`src/rtl/stage_if_pkg.sv`:
```
// Shared pipeline definitions for the fetch stage and the IF/ID boundary.
// The hazard unit and decode reuse the IF/ID record type.
package stage_if_pkg;

    localparam logic [31:0] NOP_INSTR_DEF = 32'h0000_0013;
    localparam logic [31:0] RESET_PC_DEF  = 32'h0000_0000;

    typedef struct packed {
        logic [31:0] instr;
        logic [31:0] pc;
        logic [31:0] pc_four;
        logic        valid;
    } if_id_t;

    typedef enum logic [1:0] {
        IFID_LOAD   = 2'd0,
        IFID_HOLD   = 2'd1,
        IFID_BUBBLE = 2'd2
    } if_id_op_t;

    function automatic logic [31:0] align_word(input logic [31:0] addr);
        return {addr[31:2], 2'b00};
    endfunction

endpackage

```
`src/rtl/stage_if_reg_if_id.sv`:
```
// IF/ID pipeline register: load, hold (stall) or bubble (flush/redirect).
// A bubble replaces the instruction with a NOP but leaves the PC fields alone.
module stage_if_reg_if_id
    import stage_if_pkg::*;
#(
    parameter logic [31:0] NOP_INSTR = NOP_INSTR_DEF
) (
    input  logic      clk,
    input  logic      reset,
    input  if_id_op_t op,
    input  if_id_t    d,
    output if_id_t    q
);

    if_id_t q_next;

    always_comb begin
        q_next = q;
        case (op)
            IFID_LOAD: begin
                q_next = d;
            end
            IFID_BUBBLE: begin
                q_next.instr = NOP_INSTR;
                q_next.valid = 1'b0;
            end
            default: begin
                q_next = q;
            end
        endcase
    end

    always_ff @(posedge clk) begin
        if (reset) begin
            q.instr   <= NOP_INSTR;
            q.pc      <= 32'h0000_0000;
            q.pc_four <= 32'h0000_0000;
            q.valid   <= 1'b0;
        end else begin
            q <= q_next;
        end
    end

endmodule

```
`src/rtl/stage_if.sv`:
```
// Fetch stage: PC register, next-PC selection and the IF/ID register.
// Instruction memory is read combinationally at the current PC.
module stage_if
    import stage_if_pkg::*;
#(
    parameter logic [31:0] RESET_PC  = RESET_PC_DEF,
    parameter logic [31:0] NOP_INSTR = NOP_INSTR_DEF
) (
    input  logic        i_clk,
    input  logic        i_reset,
    input  logic        i_stall,
    input  logic        i_flush,
    input  logic        i_redirect,
    input  logic [31:0] i_redirect_pc,
    input  logic [31:0] i_imem_rdata,
    output logic [31:0] o_imem_addr,
    output logic [31:0] o_instr_id,
    output logic [31:0] o_pc_id,
    output logic [31:0] o_pc_four_id,
    output logic        o_valid_id,
    output logic        o_fetch_err
);

    logic [31:0] pc_if;
    logic [31:0] pc_next;
    logic [31:0] pc_plus4;
    logic        fetch_err;
    logic        misaligned;
    if_id_op_t   if_id_op;
    if_id_t      if_id_d;
    if_id_t      if_id_q;

    assign pc_plus4   = pc_if + 32'd4;
    assign misaligned = i_redirect && (i_redirect_pc[1:0] != 2'b00);

    // Redirect comes from EX and is older than any stall, so it wins.
    always_comb begin
        pc_next = pc_plus4;
        if (i_redirect) begin
            pc_next = align_word(i_redirect_pc);
        end else if (i_stall) begin
            pc_next = pc_if;
        end
    end

    always_ff @(posedge i_clk) begin
        if (i_reset) begin
            pc_if     <= RESET_PC;
            fetch_err <= 1'b0;
        end else begin
            pc_if <= pc_next;
            if (misaligned) begin
                fetch_err <= 1'b1;
            end
        end
    end

    // A wrong-path instruction must never be held in ID across a redirect.
    always_comb begin
        if_id_op = IFID_LOAD;
        if (i_redirect || i_flush) begin
            if_id_op = IFID_BUBBLE;
        end else if (i_stall) begin
            if_id_op = IFID_HOLD;
        end
    end

    always_comb begin
        if_id_d.instr   = i_imem_rdata;
        if_id_d.pc      = pc_if;
        if_id_d.pc_four = pc_plus4;
        if_id_d.valid   = 1'b1;
    end

    stage_if_reg_if_id #(
        .NOP_INSTR (NOP_INSTR)
    ) u_reg_if_id (
        .clk   (i_clk),
        .reset (i_reset),
        .op    (if_id_op),
        .d     (if_id_d),
        .q     (if_id_q)
    );

    assign o_imem_addr  = pc_if;
    assign o_instr_id   = if_id_q.instr;
    assign o_pc_id      = if_id_q.pc;
    assign o_pc_four_id = if_id_q.pc_four;
    assign o_valid_id   = if_id_q.valid;
    assign o_fetch_err  = fetch_err;

endmodule

```
`config.mk`:
```
export PLATFORM = sky130hd
export DESIGN_NAME = stage_if
export DESIGN_NICKNAME = d
export VERILOG_FILES = /design/src/rtl/stage_if_pkg.sv /design/src/rtl/stage_if_reg_if_id.sv /design/src/rtl/stage_if.sv
export SDC_FILE = /design/constraint.sdc
export NUM_CORES = 1
export LEC_CHECK = 0
export ABC_AREA = 1
export CORE_ASPECT_RATIO = 0.8
export CORE_MARGIN = 1
export CORE_UTILIZATION = 25
export CTS_CLUSTER_DIAMETER = 30
export DETAILED_ROUTE_END_ITERATION = 6
export MAX_ROUTING_LAYER = met4
export PLACE_DENSITY_LB_ADDON = 0.3
export SLEW_MARGIN = 10
export SYNTH_ARGS = -nofsm -noshare
export SYNTH_HDL_FRONTEND = slang
export SYNTH_HIERARCHICAL = 1
export SYNTH_SLANG_ARGS = --single-unit
export TNS_END_PERCENT = 10
```
`constraint.sdc`:
```
create_clock -name i_clk -period 2.9 [get_ports i_clk]
set_clock_uncertainty 0.15 [all_clocks]
set_input_delay 0.58 -clock i_clk [delete_from_list [all_inputs] [get_ports i_clk]]
set_output_delay 0.58 -clock i_clk [all_outputs]
set_load 0.005 [all_outputs]
```
# == Word-level counts from Yosys, hierarchy flattened ==
# Cells that the tools add are included.
# word_totals
regBits,130
out_inout_bits,130
# classes
add_sub_neg,1
n_eq_ne,2
mux,6
reduce_logical,6
# op_table
cell,count
32-bit 2-to-1 mux,2
32-bit one-hot mux with 2 select lines,1
"32-bit by 3-bit adder with 32-bit output, second input constant",1
2-bit nonzero test,2
"2-bit equality test, second input constant",1
2-bit zero test,1
2-bit 2-to-1 mux,1
"2-bit by 1-bit inequality test with 1-bit output, second input constant",1
1-bit one-hot mux with 2 select lines,1
2-bit OR reduction,1
1-bit logical AND,1
1-bit logical OR,1
1-bit 2-to-1 mux,1

# == Depth between registers and ports, before layout ==
# Gate-level depths: netlist of the first run.
# logic_depth
ltp_word,4
depth_mapped,12
mapped_depth_nobuf,12

# == Modules after synthesis ==
# The synthesis of the first run kept the hierarchy.
# by_module_without_submodules
module,n_inst,cells_each,area_per_inst_um2,seq_area_each_um2
stage_if_reg_if_id,1,550,3778.6,1941.9
stage_if,1,368,2284.7,620.6

# == Worst setup path after synthesis of the first run ==
# No wires, ideal clock.
# synth_path
path_kind,input port to flip-flop
start,in i_redirect
end,reg u_reg_if_id/q[44] (netlist name)
setup_ns,0.113
t_arrival_ns,1.987
t_required_ns,2.637
slack_ns,0.650
path_stages,10
n_path_buf,5
path_cell_list,buf_2 -> buf_1 -> or2_2 -> nor2_1 -> buf_4 -> nor2_4 -> buf_4 -> buf_4 -> nor2_1 -> nor2_1
# synth_via
elab_chain_len,3
# synth_lines
item,line,text
from (decl),stage_if.sv:13,"input logic i_redirect,"
1-bit logical OR,stage_if.sv:61,if (i_redirect || i_flush) begin
2-bit 2-to-1 mux,stage_if.sv:61,
net if_id_op[1],stage_if.sv:29,if_id_op_t if_id_op;
2-bit zero test,stage_if_reg_if_id.sv:19,case (op)
to (signal assigned),stage_if_reg_if_id.sv:40,q <= q_next;
to (decl),stage_if_reg_if_id.sv:12,output if_id_t q
# The timed path passes the listed nets, and every way through them passes these cells.
# A chain may end at the register's enable or synchronous reset.

# == Worst setup path in the final report of the first run ==
# layout_path
start,"reg pc_if[16], in the netlist o_imem_addr[16]"
end,out o_imem_addr[16]
# layout_rtl
item,line,text
from (decl),stage_if.sv:24,logic [31:0] pc_if;
from (signal assigned),stage_if.sv:51,pc_if <= pc_next;
to (decl),stage_if.sv:16,"output logic [31:0] o_imem_addr,"
# No word-level cell between the ends.

==> results of run 1 <==
## metal layers
metal / vias to the layer above / wire, um / part of all wire
met5: - / 0 / 0
met4: 0 / 334 / 0.017
met3: 14 / 1314 / 0.066
met2: 137 / 8441 / 0.43
met1: 2584 / 9725 / 0.49
li1: 3113 / - / -
## worst paths after layout
kind / cells after the start / end / startpoint / slack (ps)
worst max-delay path: 1 / o_imem_addr[16] / o_imem_addr[16] / 610
worst min-delay path: 2 / u_reg_if_id/q[94] / u_reg_if_id/q[94] / 300
worst max register to register: 12 / u_reg_if_id/q[27] / o_imem_addr[2] / 840
worst min register to register: 2 / u_reg_if_id/q[94] / u_reg_if_id/q[94] / 300
## cells by family after synthesis
| kind of cell | count (synthesis) | share of synthesized area |
|---|---|---|
| AND/OR/NAND/NOR | 525 | 0.3492 |
| flip-flops | 128 | 0.4226 |
| XOR/XNOR | 15 | 0.02909 |
| AO/OA/AOI/OAI | 87 | 0.08069 |
| other | 2 | 0.001239 |
| buffers and inverters | 160 | 0.1151 |
| adder cells (fa/ha/maj) | 1 | 0.002063 |
## power by group through the flow
| stage | registers [uW] | clock network (uW) | logic (uW) |
|---|---|---|---|
| 6_report | 1940 | 2190 | 668 |
| 5_1_grt | 1960 | 2320 | 742 |
| 4_1_cts | 1950 | 2250 | 674 |
| 3_5_place_dp | 1980 | 0 | 671 |
| 3_3_place_gp | 1980 | 0 | 667 |
| 2_1_floorplan | 1970 | 0 | 303 |
## layout by cell type (no fill, tap or decap), types with 11 or more instances in the layout
cell type / Yosys / final
a21oi_1: 49 / 49
clkbuf_16: 0 / 17
clkdlybuf4s50_1: 0 / 195
dfxtp_1: 128 / 128
inv_1: 115 / 114
nand2_1: 322 / 322
nand3_1: 19 / 19
nor2_1: 159 / 157
nor2_4: 11 / 11
o21ai_0: 19 / 19
## final cells by class
type                            count  area share
Antenna cell                        1   0.0002815
Clock buffer                       21     0.05404
Clock inverter                     11     0.01435
Inverter                          115     0.04855
Multi-Input combinational cell    635      0.3179
Sequential cell                   128      0.2882
Tap cell                          312     0.04391
Timing Repair Buffer              206      0.2328
## through the flow
step / cells / setup WS [ps] / util / total power, uW / cell area, sq um
3_3_place_gp: 1396 / 289.9 / 0.3511 / 2649 / 8280
5_1_grt: 1429 / 546.6 / 0.3770 / 5025 / 8891
2_1_floorplan: 923 / 650.2 / - / 2274 / 6082
6_report: 1429 / 611.8 / 0.3770 / 4800 / 8891
3_5_place_dp: 1396 / 267.8 / 0.3511 / 2655 / 8280
4_1_cts: 1428 / 588.9 / 0.3769 / 4874 / 8889
## flip-flops by register name, summed over array words and instances, names as in the netlist
register       count
u_reg_if_id/q     97
o_imem_addr       30
o_fetch_err        1
==> flow_summary.json, run 1 <==
{
  "status": "finished clean",
  "p_int_uw": 3574,
  "drive_gt1_frac": 0.06900,
  "slew_headroom": 0.5012,
  "hold_path_class": "reg2reg",
  "holdWs_ps": 303.3,
  "clock_tree.root_cell": "clkbuf_16",
  "area_growth_pct": 46.64,
  "top_usage_layer": "met2",
  "pwr-share-comb": 0.139,
  "avgSynthCellArea_sq_um": 6.605,
  "numCtsBuffers": 17,
  "synth-async-reset-ratio": 0,
  "place.gp.congestion": 0.8443,
  "overflow": 0,
  "yosysMostFrequentCell": "nand2_1",
  "synthTopCellsByArea": "dfxtp_1 42%, nand2_1 20%, nor2_1 9.8%",
  "start_util": 0.2571,
  "synth_top_area_frac": 0.4226,
  "period_needed_ps": 2288,
  "clockBufferDepth": 2,
  "sequentialPowerShare": 0.405,
  "ys_seq_elements": 128,
  "crit_path_max_fanout": 6,
  "dieArea_sq_um": 24880,
  "fin_tns_setup_ps": 0,
  "post_cts_buffers": 0,
  "cts_tree": "built",
  "swShare": 0.2555,
  "finalSetupViolCount": 0,
  "drtPass1Iterations": 5,
  "ant_nets": 0,
  "gr-usage-met2": 0.2267,
  "finalMaxSlewViolations": 0,
  "drt_iter0_markers": 323,
  "ctsResizeCount": 0,
  "leakagePower_uw": 0.003499,
  "clock_power_share": 0.456,
  "cp.required_ps": 2170,
  "ys_types": 28,
  "grt_util_met1": 0.2264,
  "routedWlPerCell_um": 13.87,
  "antenna_found_initial": 1,
  "syn_inst": 918,
  "layout.nets": 1173,
  "hold_viol_final": 0,
  "cts_sinks": 128,
  "synth_ff_type": "dfxtp_1",
  "slowest_stage": "clkdlybuf4s50_1",
  "grt_pass1_vias": 5413,
  "powerDensity_nw_per_um2": 539.9,
  "use_met3": 0.04448,
  "ys_warn_count": 6,
  "routed_wl_um": 19820,
  "synth_edf_count": 0,
  "worstSetupEndpointType": "output pin",
  "critPathKind": "reg2out",
  "multi_input_area_sq_um": 2826,
  "dieWidth_um": 176.1,
  "irDropWorstVdd_uv": 338.8,
  "worst_pin_slew_ps": 748.3,
  "post-route-period-util": 0.7890,
  "grt_pass1_wl_um": 30400,
  "yosysTopAreaCell": "dfxtp_1",
  "maxCapViolations": 0,
  "seq_area_frac_synth": 0.4226,
  "drc": 0,
  "arrival_ps": 1560,
  "grt_max_degree": 90,
  "power_switching_uw": 1226,
  "start_kind": "flip-flop",
  "cts.hold.buffers_added": 0,
  "critPathMaxStageDelay_ps": 580,
  "regArea_sq_um": 2562,
  "grt_usage": 0.1639,
  "fill_cells": 2467,
  "rsz0062_at_grt": "no",
  "max_freq_mhz": 437.0,
  "numPortBuffers": 196,
  "dp_hpwl_um": 14530,
  "cp_cell_sequence": "clkdlybuf4s50_1",
  "clk_latency_ps": 420,
  "h-tree-depth": 4,
  "fp.dieH_um": 141.3,
  "cp_top_family": "buffers and inverters",
  "clk_pin_slew_worst_paths_ps": 60,
  "std_cell_rows": 50,
  "synth_common_cells": "322 x nand2_1, 159 x nor2_1, 128 x dfxtp_1",
  "vias": 5848,
  "core-area_sq_um": 23590,
  "io_pins": 199,
  "syn_area_sq_um": 6063,
  "viasPerCell": 4.092,
  "cp_num_buf_inv": 1
}
(Power assumes the default switching activity.)
==> run 2: changes to the inputs <==
- clock period: 2.9 -> 2.3 ns (I/O delays scaled with it)
==> flow_summary.json, run 2 (synthesized netlist as in run 1, its figures left out) <==
{
  "antennaDiodeCount": 0,
  "numCtsBuffers": 17,
  "ant_nets": 0,
  "regArea_sq_um": 2562,
  "h-tree-depth": 4,
  "hold_path_class": "reg2reg",
  "hp-start": "u_reg_if_id/q[79]",
  "start_util": 0.2571,
  "worstRegToRegCells": 11,
  "post_cts_buffers": 0,
  "layout_commonest_cell": "nand2_1",
  "ctsResizeCount": 0,
  "clock_tree.root_cell": "clkbuf_16",
  "top_register": "u_reg_if_id/q",
  "cts_tree": "built",
  "multi_input_area_sq_um": 2826,
  "hold_path_depth": 2,
  "drive_gt1_frac": 0.08282,
  "grt_usage": 0.1679,
  "r2r_start": "o_imem_addr[3]",
  "std_cell_rows": 50,
  "irDropWorstVdd_uv": 354.6,
  "routed_wl_um": 20070,
  "core-area_sq_um": 23590,
  "io_pins": 199,
  "rsz0062_at_grt": "no",
  "clockBufferDepth": 2,
  "cp.required_ps": 1690,
  "r2r-end": "u_reg_if_id/q[23]",
  "fp.dieH_um": 141.3,
  "maxCapViolations": 0,
  "leakagePower_uw": 0.003626,
  "viasPerCell": 4.032,
  "grt_max_degree": 62,
  "finalSetupViolCount": 0,
  "layout_setup_ws_ps": 98.20,
  "status": "finished clean",
  "use_met3": 0.03966,
  "critPathKind": "reg2out",
  "grt_util_met1": 0.2334,
  "grt_pass1_wl_um": 30890,
  "largest_register_ffs": 97,
  "fill_cells": 2464,
  "cts.hold.buffers_added": 0,
  "hold_viol_final": 0,
  "post-route-period-util": 0.9573,
  "period_needed_ps": 2202,
  "layout.nets": 1192,
  "overflow": 0,
  "numPortBuffers": 196,
  "clk_latency_ps": 420,
  "mostFrequentLayoutCells": "322 x nand2_1, 195 x clkdlybuf4s50_1, 157 x nor2_1",
  "fin_tns_setup_ps": 0,
  "drt_iter0_markers": 348,
  "arrival_ps": 1590,
  "routedWlPerCell_um": 13.87,
  "grt_pass1_vias": 5504,
  "max_freq_mhz": 454.2,
  "drc": 0,
  "gr-usage-met2": 0.2350,
  "holdPathEnd": "u_reg_if_id/q[79]",
  "dieWidth_um": 176.1,
  "rrSetupSlack_ps": 340,
  "crit_path_max_fanout": 5,
  "start_kind": "flip-flop",
  "place.gp.congestion": 0.8527,
  "powerDensity_nw_per_um2": 675.0,
  "antenna_found_initial": 0,
  "dp_hpwl_um": 14940,
  "area_growth_pct": 50.31,
  "cts_sinks": 128,
  "finalMaxSlewViolations": 0,
  "post-place-ws_ps": -0.3182,
  "vias": 5834,
  "top_usage_layer": "met2",
  "worstSetupEndpointType": "output pin",
  "dieArea_sq_um": 24880,
  "clk_pin_slew_worst_paths_ps": 60,
  "drtPass1Iterations": 5
}
-- run 2: area by class of cell --
class                           count  share of cell area
Clock buffer                       21             0.05052
Clock inverter                     11             0.01702
Inverter                          115             0.04736
Multi-Input combinational cell    635              0.3101
Sequential cell                   128              0.2812
Tap cell                          312             0.04283
Timing Repair Buffer              225              0.2510
-- run 2: metal layers --
layer  vias up  wire length [um]
met3        22              1186
met1      2534             10160
met4         0               414
li1       3145                 -
met2       133              8307
met5         -                 0
-- run 2: worst max-delay path by stage --
stage | start | endpoint | slack [ps] | cells past startpoint
2_1_floorplan | i_redirect | u_reg_if_id/q[44] | 170 | 10
3_3_place_gp | i_redirect | u_reg_if_id/q[23] | 30 | 7
3_5_place_dp | i_redirect | u_reg_if_id/q[84] | -0.3 | 7
4_1_cts | o_imem_addr[17] | o_imem_addr[17] | 80 | 2
5_1_grt | o_imem_addr[17] | o_imem_addr[17] | 50 | 2
6_report | o_imem_addr[17] | o_imem_addr[17] | 100 | 2
-- run 2: report_power, final --
part,switching [uW],internal (uW)
Sequential,94.9,2340
Clock,1040,1770
Combinational,417,485
-- run 2: per-stage QoR --
stage	cells	utilization	area (sq um)	power (uW)	hold WS [ps]
after global routing	1447	0.3864	9114	6456	308.5
after floorplan	923	-	6082	2867	296.6
after global placement	1415	0.3603	8498	3384	291.5
after detailed placement	1415	0.3603	8498	3390	295.7
final	1447	0.3864	9114	6151	303.5
after CTS	1447	0.3864	9114	6226	292.3
-- run 2: critical path: stages, from the launching register on --
cell	delay [ps]
dfxtp_1	450
buf_4	180
clkdlybuf4s50_1	550
